--- config.mk ---
export PLATFORM = sky130hd
export DESIGN_NAME = seven_segment_scanner
export DESIGN_NICKNAME = d
export VERILOG_FILES = /design/src/rtl/seven_seg_pkg.sv /design/src/rtl/ssd_decoder.sv /design/src/rtl/seven_segment_scanner.sv
export SDC_FILE = /design/constraint.sdc
export NUM_CORES = 1
export LEC_CHECK = 0
export ABC_AREA = 1
export CORE_ASPECT_RATIO = 0.9
export CORE_MARGIN = 2
export CORE_UTILIZATION = 25
export DETAILED_ROUTE_END_ITERATION = 10
export SYNTH_ARGS = -nofsm -noshare
export SYNTH_HDL_FRONTEND = slang
export SYNTH_SLANG_ARGS = --single-unit
--- constraint.sdc ---
create_clock -name clk -period 2.6 [get_ports clk]
set_input_delay 0.52 -clock clk [delete_from_list [all_inputs] [get_ports clk]]
set_output_delay 0.52 -clock clk [all_outputs]
set_load 0.01 [all_outputs]
--- src/rtl/seven_seg_pkg.sv ---
// Shared definitions for the seven-segment scanner: FSM states, segment
// bit order {g,f,e,d,c,b,a} (bit 0 = a) and active-high digit patterns.
package seven_seg_pkg;

    typedef enum logic [1:0] {
        ST_IDLE  = 2'd0,
        ST_DRIVE = 2'd1,
        ST_BLANK = 2'd2
    } scan_state_e;

    localparam int SEG_A = 0;
    localparam int SEG_B = 1;
    localparam int SEG_C = 2;
    localparam int SEG_D = 3;
    localparam int SEG_E = 4;
    localparam int SEG_F = 5;
    localparam int SEG_G = 6;

    localparam logic [6:0] SEG_0     = 7'b0111111;
    localparam logic [6:0] SEG_1     = 7'b0000110;
    localparam logic [6:0] SEG_2     = 7'b1011011;
    localparam logic [6:0] SEG_3     = 7'b1001111;
    localparam logic [6:0] SEG_4     = 7'b1100110;
    localparam logic [6:0] SEG_5     = 7'b1101101;
    localparam logic [6:0] SEG_6     = 7'b1111101;
    localparam logic [6:0] SEG_7     = 7'b0000111;
    localparam logic [6:0] SEG_8     = 7'b1111111;
    localparam logic [6:0] SEG_9     = 7'b1101111;
    localparam logic [6:0] SEG_BLANK = 7'b0000000;

    function automatic int max_int(input int a, input int b);
        return (a > b) ? a : b;
    endfunction

endpackage

--- src/rtl/ssd_decoder.sv ---
// Combinational BCD to seven-segment decoder; non-decimal codes show nothing.
module ssd_decoder
    import seven_seg_pkg::*;
(
    input  logic [3:0] bcd,
    output logic [6:0] seg
);

    // Lookup of the segment pattern for one BCD nibble.
    always_comb begin
        seg = SEG_BLANK;
        case (bcd)
            4'd0:    seg = SEG_0;
            4'd1:    seg = SEG_1;
            4'd2:    seg = SEG_2;
            4'd3:    seg = SEG_3;
            4'd4:    seg = SEG_4;
            4'd5:    seg = SEG_5;
            4'd6:    seg = SEG_6;
            4'd7:    seg = SEG_7;
            4'd8:    seg = SEG_8;
            4'd9:    seg = SEG_9;
            default: seg = SEG_BLANK;
        endcase
    end

endmodule

--- src/rtl/seven_segment_scanner.sv ---
// Multiplexed seven-segment display scanner with a one-deep load buffer.
// Optional LEADING_ZERO_BLANK_EN suppresses leading zero digits (digit 0 always shows).
module seven_segment_scanner
    import seven_seg_pkg::*;
#(
    parameter int NUM_DIGITS   = 4,
    parameter int REFRESH_DIV  = 1000,
    parameter int BLANK_CYCLES = 2
) (
    input  logic                    clk,
    input  logic                    rst_n,
    input  logic                    enable,
    input  logic                    loadValid,
    input  logic [4*NUM_DIGITS-1:0] loadValue,
    output logic                    loadReady,
    output logic [6:0]              segOut,
    output logic [NUM_DIGITS-1:0]   digitEn,
    output logic                    frameStart
);

    localparam int CNT_MAX = max_int(REFRESH_DIV, BLANK_CYCLES);
    localparam int CNT_W   = $clog2(CNT_MAX + 1);
    localparam int IDX_W   = $clog2(NUM_DIGITS);
    localparam int DISP_W  = 4 * NUM_DIGITS;

    localparam logic [CNT_W-1:0] DRIVE_LAST = CNT_W'(REFRESH_DIV - 1);
    localparam logic [CNT_W-1:0] BLANK_LAST = CNT_W'((BLANK_CYCLES > 0) ? (BLANK_CYCLES - 1) : 0);
    localparam logic [IDX_W-1:0] IDX_LAST   = IDX_W'(NUM_DIGITS - 1);
    localparam logic [IDX_W-1:0] IDX_ZERO   = {IDX_W{1'b0}};
    localparam logic [CNT_W-1:0] CNT_ZERO   = {CNT_W{1'b0}};

    scan_state_e           state_r, state_s;
    logic [IDX_W-1:0]      idx_r, idx_s, next_idx_s;
    logic [CNT_W-1:0]      cnt_r, cnt_s;
    logic [DISP_W-1:0]     disp_r, disp_s, pend_r;
    logic                  pend_full_r, full_s;
    logic                  load_ready_r;
    logic                  accept_s, transfer_s, drive_start_s;
    logic [6:0]            seg_r, seg_s, dec_seg_s;
    logic [NUM_DIGITS-1:0] digit_en_r, digit_en_s;
    logic                  frame_r, frame_s;
    logic [3:0]            nibble_s;
    logic                  lz_blank_s;

    assign next_idx_s = (idx_r == IDX_LAST) ? IDX_ZERO : (idx_r + IDX_W'(1));

    // Scan sequencing: next state, digit index and dwell counter.
    always_comb begin
        state_s       = state_r;
        idx_s         = idx_r;
        cnt_s         = cnt_r;
        drive_start_s = 1'b0;
        if (!enable) begin
            state_s = ST_IDLE;
            idx_s   = IDX_ZERO;
            cnt_s   = CNT_ZERO;
        end else begin
            case (state_r)
                ST_IDLE: begin
                    state_s       = ST_DRIVE;
                    idx_s         = IDX_ZERO;
                    cnt_s         = CNT_ZERO;
                    drive_start_s = 1'b1;
                end
                ST_DRIVE: begin
                    if (cnt_r == DRIVE_LAST) begin
                        cnt_s = CNT_ZERO;
                        if (BLANK_CYCLES == 0) begin
                            state_s       = ST_DRIVE;
                            idx_s         = next_idx_s;
                            drive_start_s = 1'b1;
                        end else begin
                            state_s = ST_BLANK;
                        end
                    end else begin
                        cnt_s = cnt_r + CNT_W'(1);
                    end
                end
                ST_BLANK: begin
                    if (cnt_r == BLANK_LAST) begin
                        state_s       = ST_DRIVE;
                        idx_s         = next_idx_s;
                        cnt_s         = CNT_ZERO;
                        drive_start_s = 1'b1;
                    end else begin
                        cnt_s = cnt_r + CNT_W'(1);
                    end
                end
                default: begin
                    state_s = ST_IDLE;
                    idx_s   = IDX_ZERO;
                    cnt_s   = CNT_ZERO;
                end
            endcase
        end
    end

    // Display only changes at a frame boundary, so a frame never mixes two values.
    assign transfer_s = drive_start_s && (idx_s == IDX_ZERO) && pend_full_r;
    assign accept_s   = loadValid && load_ready_r;
    assign disp_s     = transfer_s ? pend_r : disp_r;
    assign full_s     = transfer_s ? 1'b0 : (accept_s ? 1'b1 : pend_full_r);
    assign nibble_s   = disp_s[4*int'(idx_s) +: 4];

    ssd_decoder u_decoder (
        .bcd (nibble_s),
        .seg (dec_seg_s)
    );

`ifdef LEADING_ZERO_BLANK_EN
    // A digit is suppressed when it and every more significant digit are zero.
    always_comb begin
        lz_blank_s = (idx_s != IDX_ZERO);
        for (int i = 0; i < NUM_DIGITS; i++) begin
            if ((i >= int'(idx_s)) && (disp_s[4*i +: 4] != 4'd0)) begin
                lz_blank_s = 1'b0;
            end else begin
                lz_blank_s = lz_blank_s;
            end
        end
    end
`else
    assign lz_blank_s = 1'b0;
`endif

    assign seg_s      = ((state_s == ST_DRIVE) && !lz_blank_s) ? dec_seg_s : SEG_BLANK;
    assign digit_en_s = (state_s == ST_DRIVE) ? (NUM_DIGITS'(1) << idx_s) : {NUM_DIGITS{1'b0}};
    assign frame_s    = drive_start_s && (idx_s == IDX_ZERO);

    // State, buffer and output registers; reset darkens the display immediately.
    always_ff @(posedge clk or negedge rst_n) begin
        if (!rst_n) begin
            state_r      <= ST_IDLE;
            idx_r        <= IDX_ZERO;
            cnt_r        <= CNT_ZERO;
            disp_r       <= {DISP_W{1'b0}};
            pend_r       <= {DISP_W{1'b0}};
            pend_full_r  <= 1'b0;
            load_ready_r <= 1'b1;
            seg_r        <= SEG_BLANK;
            digit_en_r   <= {NUM_DIGITS{1'b0}};
            frame_r      <= 1'b0;
        end else begin
            state_r      <= state_s;
            idx_r        <= idx_s;
            cnt_r        <= cnt_s;
            disp_r       <= disp_s;
            pend_r       <= accept_s ? loadValue : pend_r;
            pend_full_r  <= full_s;
            load_ready_r <= !full_s;
            seg_r        <= seg_s;
            digit_en_r   <= digit_en_s;
            frame_r      <= frame_s;
        end
    end

    assign loadReady  = load_ready_r;
    assign segOut     = seg_r;
    assign digitEn    = digit_en_r;
    assign frameStart = frame_r;

endmodule

==> impl_metrics.yaml <==
sta:
  final_critical_path_setup_slack_ns: -0.136
  final_hold_viol_count: 0
  fmax_ghz: 0.366
  final.hold.worst_slack_ns: 0.186
  setup_viol: 7
  worst_relative_slew_slack_pct: 57.6
  finClkSkew_ns: 0.00449
  fin_crit_sh_pct: 105
  timing.final.crit_period_ns: 2.74
  worstMarginPinSlew_ns: 0.634
  grt_setup_unrepaired: "true"
  timing.final.max_slew_violations: 0
power_and_ir_drop:
  power.share.switching_pct: 32.0
  p_comb_share_pct: 34.6
  power.net_switching_w: 0.00131
  p_int_w: 0.00278
  clock_power_share_pct: 32.3
  seq_power_share_pct: 33.1
  totalPowerFinal_w: 0.00408
  power.density_nw_per_um2: 886
  p_leak_nw: 2.34
  irDropWorstVdd_v: 0.000427
clock_tree:
  clock-root-buffer: "sky130_fd_sc_hd__clkbuf_16"
  holdBufCountCts: 0
  numCtsBuffers: 9
  cts.htree.levels: 3
  cts.path.max_buffers: 2
  clk_pin_slew_worst_paths_ns: 0.05
  tritoncts_clock_tree: "yes"
  clkSinkCount: 60
  clk_latency_ns: 0.32
detailed_routing:
  via_count: 2639
  antenna_violating_nets_post_route: 0
  wl_um: 7470
  drtPass1Iterations: 4
  dr.first_iter.drc_count: 123
  top_signal_layer_used: "met4"
  detail_route.vias_per_cell: 4.22
  routed-wl-met3_um: 258
  drt_drc_violations_left: 0
  m1WireLength_um: 3270
  routed_wire_length_per_instance_um: 11.9
  route.met2.wl_um: 3870
critical_path:
  worstPathMaxFanout: 6
  slowest_delay_ns: 0.38
  cp_slowest_cell: "sky130_fd_sc_hd__dfrtp_1"
  crit_start: "cnt_r[1]"
  timing.critical_path.to_type: "flop"
  path_delay_family: "simple AND/OR/NAND/NOR gates"
  worstSetupStartpointType: "flop"
  path_class: "reg -> reg"
  worst-path-buf-inv: 4
  cp.arrival_ns: 2.94
  path_common_cell: "sky130_fd_sc_hd__inv_2"
  worstPathCellList: "inv_2 > ha_4 > nand2_2 > nor2_2 > nand3_2 > o21ai_4 > inv_2 > nor2_8 > nand4_4 > clkinv_4 > nand2_4 > nand3_2 > nand2_2 > nor2_4 > inv_2 > ha_1 > o21ai_0 > nand2_1 > nor2_1 > nor2_1"
  crit-reg2reg-launch: "cnt_r[1]"
  worst_ep_required_time_ns: 2.81
yosys:
  postSynthRegisterBits: 60
  post_synth_instance_area_sq_um: 3110
  syn_avg_cell_area_sq_um: 8.45
  synth_seq_area_share_pct: 48.3
  synth_adder_area_share_pct: 4.83
  synth_compound_gate_area_share_pct: 7.13
  synthesis_warnings: 0
  synth.distinct_cells: 34
  post_synth_xor_xnor_area_pct: 0.845
  top_cell_type_s_share_of_synthesized_area_pct: 47.5
  post_synth_mux_area_share_pct: 1.45
  synth_top_family_by_area: "simple AND/OR/NAND/NOR gates"
  synth.net_count: 400
  syn-instance-count: 368
  synth_simple_gate_area_share_pct: 27.3
  synth.top_cells.by_area: "sky130_fd_sc_hd__dfrtp_1 (48%), sky130_fd_sc_hd__inv_1 (8.1%), sky130_fd_sc_hd__nand2_1 (7.7%)"
  yosys.area.top_type: "sky130_fd_sc_hd__dfrtp_1"
floorplanning:
  chipHeight_um: 110
  floorplan.die.width_um: 122
  coreArea_sq_um: 12100
  start_util_pct: 25.7
  placementRows: 38
  top_level_ports: 33
  design.die.area_sq_um: 13300
grt:
  grt_start_max_net_pins: 28
  grt-ovfl-total: 0
  via_count_of_the_first_global_routing_pass: 2718
  grt_pass1_wl_um: 11900
  globalRouteTotalUtil_pct: 11.3
  grt_antenna_before_repair: 0
placed_design:
  numPlacedInstances: 595
  gpl.final_weighted_congestion: 0.847
  placement.io_buffers: 32
  dp_hpwl_um: 5250
hold_path:
  hold_class: "in -> async"
final_layout:
  commonest_cells_after_routing_fill_and_taps_aside: "sky130_fd_sc_hd__inv_1 (62), sky130_fd_sc_hd__dfrtp_1 (59), sky130_fd_sc_hd__nor2_1 (46), sky130_fd_sc_hd__buf_4 (46), sky130_fd_sc_hd__nand2_1 (43)"
  layout.cells.most_common: "sky130_fd_sc_hd__inv_1"
  finish.net_count: 492
  area_growth_pct: 48.2
  diodes: 0
  post_route_cells_drive_above_1_share_pct: 33.1
  layoutNonFillerInstCount: 625
job:
  timing.max_cap.violations: 0
status:
  failing_checks: "negative setup slack"
  outcome: "finished with violations"
==> synthesized netlist by cell type <==
master / number
sky130_fd_sc_hd__inv_1: 67
sky130_fd_sc_hd__nand2_1: 64
sky130_fd_sc_hd__dfrtp_1: 59
sky130_fd_sc_hd__nor2_1: 51
sky130_fd_sc_hd__nand3_1: 18
sky130_fd_sc_hd__a21oi_1: 17
sky130_fd_sc_hd__nand2_2: 13
sky130_fd_sc_hd__ha_1: 12
sky130_fd_sc_hd__nor3_1: 10
sky130_fd_sc_hd__and2_1: 5
sky130_fd_sc_hd__nand4_1: 5
sky130_fd_sc_hd__o21a_1: 5
sky130_fd_sc_hd__mux2_2: 4
sky130_fd_sc_hd__o211ai_2: 4
sky130_fd_sc_hd__clkbuf_1: 3
sky130_fd_sc_hd__inv_2: 3
sky130_fd_sc_hd__nor2_4: 3
sky130_fd_sc_hd__o21ai_0: 3
sky130_fd_sc_hd__o21ai_2: 3
sky130_fd_sc_hd__buf_6: 2
sky130_fd_sc_hd__nand3_2: 2
sky130_fd_sc_hd__nor2_2: 2
sky130_fd_sc_hd__xor2_1: 2
sky130_fd_sc_hd__a211oi_1: 1
sky130_fd_sc_hd__buf_2: 1
sky130_fd_sc_hd__buf_4: 1
sky130_fd_sc_hd__clkinv_2: 1
sky130_fd_sc_hd__dfstp_2: 1
sky130_fd_sc_hd__nand4_2: 1
sky130_fd_sc_hd__nand4_4: 1
sky130_fd_sc_hd__nor2_8: 1
sky130_fd_sc_hd__nor4_1: 1
sky130_fd_sc_hd__or2_0: 1
sky130_fd_sc_hd__xnor2_1: 1
==> worst register-to-register path, delay by kind of cell (launching register included) <==
kind | cells | cell delay, ns
compound gates | 2 | 0.27
fa+ha+maj | 2 | 0.34
buf+inv | 4 | 0.41
flops | 1 | 0.38
simple gates | 12 | 1.23
==> power groups by stage <==
stage               Clock [W]  Sequential [W]  Combinational [W]
floorplan                   0         0.00134           0.000756
global placement            0         0.00136            0.00112
detailed placement          0         0.00136            0.00115
CTS                   0.00135         0.00136            0.00120
global route          0.00139         0.00138            0.00158
finish                0.00132         0.00135            0.00141
==> area by class of cell <==
cell class / instances / area [sq um]
clock buffer: 12 / 267
clock inverter: 4 / 70.1
fill: 1211 / 7470
inverter: 71 / 272
multi-input combinational: 231 / 1520
sequential: 60 / 1500
tap: 160 / 200
timing repair buffer: 87 / 779
==> per-stage QoR <==
stage | area (sq um) | setup slack (ns) | util (%) | setup TNS [ns]
floorplan | 3110 | 0.0309 | - | 0
global placement | 3920 | -0.132 | 32.4 | -0.544
detailed placement | 3920 | -0.180 | 32.4 | -0.796
CTS | 4340 | -0.0509 | 35.9 | -0.208
global route | 4610 | -0.348 | 38.1 | -2.17
finish | 4610 | -0.136 | 38.1 | -0.716
==> cell families after synthesis <==
kind of cell	count (synthesis)
flip-flops	60
multiplexers	4
AO/OA/AOI/OAI	33
AND/OR/NAND/NOR	178
adder cells (fa/ha/maj)	12
XOR/XNOR	3
buffers and inverters	78
==> state kept, by name, summed over array words and instances, names as in the netlist, 2 cells and up <==
name	flops
disp_r	16
pend_r	16
cnt_r	10
segOut	7
digitEn	4
idx_r	2
state_r	2
==> timing repair <==
item,4_1_cts,5_1_grt
gates resized for setup,12,53
setup buffers,3,10
cloned,1,0
pin swaps,5,23
endpoints found under the setup margin,7,7
==> path summary, 6_finish.rpt <==
kind	endpoint	slack, ns	depth (start not counted)
max	segOut[4]	-0.14	20
min	state_r[0]	0.19	1
max reg2reg	segOut[4]	-0.14	20
min reg2reg	disp_r[2]	0.49	1
max in group asynchronous	loadReady	1.81	2
min in group clk	disp_r[2]	0.49	1
==> per-layer routing <==
layer / global-route usage [%] / vias to the layer above
li1: - / 1319
met1: 12.8 / 1272
met2: 20.5 / 40
met3: 3.16 / 8
met4: 3.61 / 0
met5: 0 / -
Note: power is estimated with default switching activity, not from simulation.
